--- src/rtl/dffsre_bank_pkg.sv ---
// Shared types and constants for the dffsre bank reader.
package dffsre_bank_pkg;

    typedef enum logic [1:0] {
        ST_IDLE,
        ST_SHIFT,
        ST_PAR
    } state_e;

    localparam logic IDLE_LEVEL    = 1'b1;
    localparam int   DEFAULT_WIDTH = 10;

endpackage

--- src/rtl/dffsre_bank_bitcnt.sv ---
// Beat counter for the bank reader: counts accepted data beats, flags the last one.
module dffsre_bank_bitcnt #(
    parameter int WIDTH = 10
) (
    input  logic clk,
    input  logic rst_n,
    input  logic en,
    input  logic clr,
    input  logic inc,
    output logic last
);

    localparam int CW = $clog2(WIDTH);

    logic [CW-1:0] cnt_q, cnt_d;

    assign last = (cnt_q == CW'(WIDTH - 1));

    // Saturates at the terminal value; the next capture clears it.
    always_comb begin
        cnt_d = cnt_q;
        if (clr) begin
            cnt_d = '0;
        end else if (inc && !last) begin
            cnt_d = cnt_q + CW'(1);
        end
    end

    always_ff @(posedge clk) begin
        if (!rst_n) begin
            cnt_q <= '0;
        end else if (en) begin
            cnt_q <= cnt_d;
        end
    end

endmodule

--- src/rtl/dffsre_bank_reader.sv ---
// Captures the dffsre bank word and unloads it over a valid/ready serial stream.
// Optional even-parity trailer beat: define DFFSRE_BANK_READER_PARITY_EN.
module dffsre_bank_reader
    import dffsre_bank_pkg::*;
#(
    parameter int WIDTH     = DEFAULT_WIDTH,
    parameter int LSB_FIRST = 1
) (
    input  logic             C,
    input  logic             R,
    input  logic             E,
    input  logic             start,
    input  logic [WIDTH-1:0] par_in,
    output logic             ser_out,
    output logic             ser_valid,
    input  logic             ser_ready,
    output logic             busy,
    output logic             done
);

    state_e           state_q, state_d;
    logic [WIDTH-1:0] shreg_q, shreg_d;
    logic             done_q, done_d;
    logic             accept;
    logic             capture;
    logic             last_beat;
`ifdef DFFSRE_BANK_READER_PARITY_EN
    logic             parity_q, parity_d;
`endif

    assign ser_valid = (state_q == ST_SHIFT) || (state_q == ST_PAR);
    assign busy      = ser_valid;
    assign done      = done_q;
    assign accept    = ser_valid && ser_ready && E;
    assign capture   = (state_q == ST_IDLE) && start && E;

    dffsre_bank_bitcnt #(
        .WIDTH (WIDTH)
    ) u_bitcnt (
        .clk   (C),
        .rst_n (R),
        .en    (E),
        .clr   (capture),
        .inc   (accept && (state_q == ST_SHIFT)),
        .last  (last_beat)
    );

    always_comb begin
        ser_out = IDLE_LEVEL;
        case (state_q)
            ST_SHIFT: ser_out = (LSB_FIRST != 0) ? shreg_q[0] : shreg_q[WIDTH-1];
`ifdef DFFSRE_BANK_READER_PARITY_EN
            ST_PAR:   ser_out = parity_q;
`endif
            default:  ser_out = IDLE_LEVEL;
        endcase
    end

    always_comb begin
        state_d  = state_q;
        shreg_d  = shreg_q;
        done_d   = 1'b0;
`ifdef DFFSRE_BANK_READER_PARITY_EN
        parity_d = parity_q;
`endif
        case (state_q)
            ST_IDLE: begin
                if (start) begin
                    shreg_d  = par_in;
                    state_d  = ST_SHIFT;
`ifdef DFFSRE_BANK_READER_PARITY_EN
                    parity_d = ^par_in;
`endif
                end
            end
            ST_SHIFT: begin
                if (accept) begin
                    if (LSB_FIRST != 0) begin
                        shreg_d = {IDLE_LEVEL, shreg_q[WIDTH-1:1]};
                    end else begin
                        shreg_d = {shreg_q[WIDTH-2:0], IDLE_LEVEL};
                    end
                    if (last_beat) begin
`ifdef DFFSRE_BANK_READER_PARITY_EN
                        state_d = ST_PAR;
`else
                        state_d = ST_IDLE;
                        done_d  = 1'b1;
`endif
                    end
                end
            end
`ifdef DFFSRE_BANK_READER_PARITY_EN
            ST_PAR: begin
                if (accept) begin
                    state_d = ST_IDLE;
                    done_d  = 1'b1;
                end
            end
`endif
            default: state_d = ST_IDLE;
        endcase
    end

    always_ff @(posedge C) begin
        if (!R) begin
            state_q  <= ST_IDLE;
            shreg_q  <= '1;
            done_q   <= 1'b0;
`ifdef DFFSRE_BANK_READER_PARITY_EN
            parity_q <= 1'b0;
`endif
        end else if (E) begin
            state_q  <= state_d;
            shreg_q  <= shreg_d;
            done_q   <= done_d;
`ifdef DFFSRE_BANK_READER_PARITY_EN
            parity_q <= parity_d;
`endif
        end
    end

endmodule
--- config.mk ---
export PLATFORM = sky130hd
export DESIGN_NAME = dffsre_bank_reader
export DESIGN_NICKNAME = d
export VERILOG_FILES = /design/src/rtl/dffsre_bank_pkg.sv /design/src/rtl/dffsre_bank_bitcnt.sv /design/src/rtl/dffsre_bank_reader.sv
export SDC_FILE = /design/constraint.sdc
export NUM_CORES = 1
export LEC_CHECK = 0
export ABC_CLOCK_PERIOD_IN_PS = 1300
export BUFFER_PORTS_ARGS = -buffer_cell sky130_fd_sc_hd__buf_2
export CAP_MARGIN = 20
export CORE_UTILIZATION = 40
export CTS_CLUSTER_SIZE = 40
export DETAILED_ROUTE_END_ITERATION = 8
export SLEW_MARGIN = 20
export SYNTH_ARGS = -nofsm -noshare
export SYNTH_HDL_FRONTEND = slang
export SYNTH_SLANG_ARGS = --single-unit
--- constraint.sdc ---
create_clock -name C -period 1.3 [get_ports C]
set_input_delay 0.065 -clock C [delete_from_list [all_inputs] [get_ports C]]
set_output_delay 0.065 -clock C [all_outputs]
set_load 0.005 [all_outputs]
==> results.sh <==
export IMPL_status="complete, but fails checks"
export IMPL_violations="negative setup slack"
export IMPL_hold_path_class="in2reg"
export IMPL_setup_tns_ns=-0.103
export IMPL_fin_crit_sh_pct=108
export IMPL_insertion_delay_ns=0.30
export IMPL_drt_total_wl_mm=1.64
export IMPL_ys_seq_area_share_pct=38.6
export IMPL_cp_end_kind="flop"
export IMPL_clk_pin_slew_ns=0.09
export IMPL_r2r_start="u_bitcnt.cnt_q[1]"
export IMPL_worst_pin_slew_ns=0.213
export IMPL_postRouteAntennaNets=0
export IMPL_synth_top_family_by_area="simple AND/OR/NAND/NOR gates"
export IMPL_rsz0062_at_grt="yes"
export IMPL_clockBufferDepth=2
export IMPL_num_antenna_cells=0
export IMPL_clock_skew_ns=0.00467
export IMPL_cp_required_ns=1.51
export IMPL_synth_adder_area_share_pct=3.02
export IMPL_area_delta_synth_final_pct=23.2
export IMPL_slew_violations=0
export IMPL_synth_area_mux_share_pct=13.9
export IMPL_cp_max_fo=4
export IMPL_grt_pass1_vias=567
export IMPL_cts_buffers=3
export IMPL_grt_max_degree=20
export IMPL_start_util_pct=42.3
export IMPL_cap_violations=0
export IMPL_setup_slack_ns=-0.103
export IMPL_synth_xor_area_share_pct=0
export IMPL_tritoncts="built"
export IMPL_die_area_sq_um=2260
export IMPL_syn_area_sq_um=830
export IMPL_fin_util_pct=52.1
export IMPL_arrival_ns=1.62
export IMPL_slew_headroom_pct=85.6
export IMPL_first_pass_iters=2
export IMPL_setup_violations=1
export IMPL_io_buffers=18
export IMPL_syn_avg_cell_area_sq_um=9.02
export IMPL_rows=16
export IMPL_synth_cell_types=26
export IMPL_critPathLaunchType="flop"
export IMPL_num_vias=714
export IMPL_fmax_mhz=713
export IMPL_hold_viol=0
export IMPL_r2r_end="u_bitcnt.cnt_q[1]"
export IMPL_crit_chain="inv_2 > ha_4 > and3b_2 > or4b_4 > o31ai_2"
export IMPL_fp_coreArea_sq_um=1960
export IMPL_drt_iter0_drc=9
export IMPL_cts_root_buffer="clkbuf_4"
export IMPL_cpPeakStageDelay_ns=0.51
export IMPL_irDropWorstVdd_v=0.000563
export IMPL_wl_per_cell_um=11.6
export IMPL_grt_pass1_wl_mm=2.46
export IMPL_die_w_um=47.5
export IMPL_cp_endpoint="u_bitcnt.cnt_q[1]"
export IMPL_worstSetupPathType="reg2reg"
export IMPL_track_usage_pct=16.1
export IMPL_cts_sinks=16
export IMPL_io_pins=19
export IMPL_p_leak_uw=0.000449
export IMPL_die_h_um=47.5
export IMPL_htree_levels=1
export IMPL_synthSimpleGateAreaFrac_pct=19.5
export IMPL_drcViolationCount=0
export IMPL_ys_warn_count=0
export IMPL_period_needed_ns=1.40
export IMPL_slowest_stage="or4b_4"
export IMPL_antenna_found_initial=0
export IMPL_p_per_area_nw_per_um2=982
export IMPL_synth_fp_nets=109
export IMPL_drive_gt1_share_pct=33.3
export IMPL_routabilityCongestion=0.729
export IMPL_synth_compound_area_share_pct=18.3
export IMPL_worstRegToRegCells=5
export IMPL_overflow=0
export IMPL_critPathLaunch="u_bitcnt.cnt_q[1]"
export IMPL_place_hpwl_mm=1.12
export IMPL_nNetsFinal=132
export IMPL_routed_via_density=5.06
export IMPL_syn_inst=92
export IMPL_synth_seq_cells=16
export IMPL_ff2ff_setup_slack_ns=-0.10
==> final cells by class <==
cell class | instances | area, sq um
Clock buffer | 4 | 36.3
Fill cell | 203 | 940
Inverter | 2 | 7.51
Multi-Input combinational cell | 67 | 475
Sequential cell | 16 | 323
Tap cell | 27 | 33.8
Timing Repair Buffer | 25 | 146
==> synthesized netlist by cell type (all sizes together) <==
master | instances | area (sq um)
nand4 | 1 | 6.26
a21boi | 1 | 7.51
clkbuf | 3 | 11.3
o21ai | 13 | 65.1
nand3b | 2 | 15.0
and3 | 9 | 56.3
nor4bb | 1 | 10.0
or4b | 1 | 10.0
and3b | 1 | 8.76
a21oi | 13 | 65.1
ha | 2 | 25.0
inv | 2 | 7.51
mux2i | 10 | 100
nand2 | 2 | 7.51
o22ai | 1 | 6.26
mux2 | 1 | 15.0
nand3 | 2 | 15.0
and2 | 1 | 6.26
nor2 | 2 | 7.51
dfxtp | 16 | 320
or3 | 2 | 12.5
nand2b | 1 | 6.26
o31ai | 1 | 7.51
buf | 4 | 37.5
==> registers in the layout, summed over array words and instances, names as in the netlist <==
name,flops
state_q,1
done,1
u_bitcnt.cnt_q,4
shreg_q,10
==> placed cells by master, fill, tap and decap left out, types with 2 or more instances in the layout <==
cell type,netlist,routed
dfxtp_1,16,14
nor2_1,2,2
buf_4,2,6
nand2_1,2,2
dfxtp_2,0,2
mux2i_1,10,10
buf_2,0,18
clkbuf_4,0,3
a21oi_1,13,13
or3_1,2,2
o21ai_0,13,13
and3_1,9,9
nand3b_1,2,2
==> where the power goes <==
group,internal (uW),total (uW),switching [uW]
Combinational,68.5,140,71.6
Clock,171,341,170
Sequential,510,523,12.6
Total,750,1000,255
==> repair_timing <==
item                                    CTS  global route
buffers inserted                          0             0
gates resized for setup                   0             5
hold buffers                              0             0
pin swaps                                 0             3
endpoints found under the setup margin    1            13
==> how the worst min path moves through the flow <==
stage	start	end	slack [ns]	cells past startpoint
global route	R	shreg_q[4]	0.06	2
CTS	par_in[9]	shreg_q[9]	0.03	3
detailed placement	par_in[9]	shreg_q[9]	0.35	3
finish	par_in[9]	shreg_q[9]	0.04	3
floorplan	R	done	0.19	1
global placement	par_in[9]	shreg_q[9]	0.33	3
==> stage by stage <==
| stage | std cells | instance area [sq um] | power [uW] | setup WS [ns] | hold WS [ns] |
|---|---|---|---|---|---|
| floorplan | 92 | 843 | 631 | -0.0456 | 0.187 |
| global route | 141 | 1020 | 1060 | -0.160 | 0.0583 |
| CTS | 141 | 1010 | 1010 | -0.101 | 0.0343 |
| finish | 141 | 1020 | 1000 | -0.103 | 0.0446 |
| detailed placement | 137 | 971 | 671 | -0.0786 | 0.351 |
| global placement | 137 | 971 | 668 | -0.0457 | 0.335 |
==> cells by family (layout without fill, tap and decap cells) <==
group,after synthesis,after routing
multiplexers,11,11
buffers and inverters,9,31
flip-flops,16,16
AO/OA/AOI/OAI,29,29
adder cells (fa/ha/maj),2,2
AND/OR/NAND/NOR,25,25
==> critical path: cells and delay by family (launching register included) <==
family / cells / cell delay, ns
AND/OR/NAND/NOR: 2 / 0.72
adder cells (fa/ha/maj): 1 / 0.14
flip-flops: 1 / 0.34
AO/OA/AOI/OAI: 1 / 0.07
buffers and inverters: 1 / 0.05
==> routing by layer <==
metal / GRT usage, % / vias up / wire, um
li1: - / 379 / -
met1: 21.6 / 322 / 855
met4: 10.0 / 0 / 30
met2: 23.6 / 9 / 719
met5: 0 / - / 0
met3: 3.40 / 4 / 36
Power figures use the tool's default switching activity.
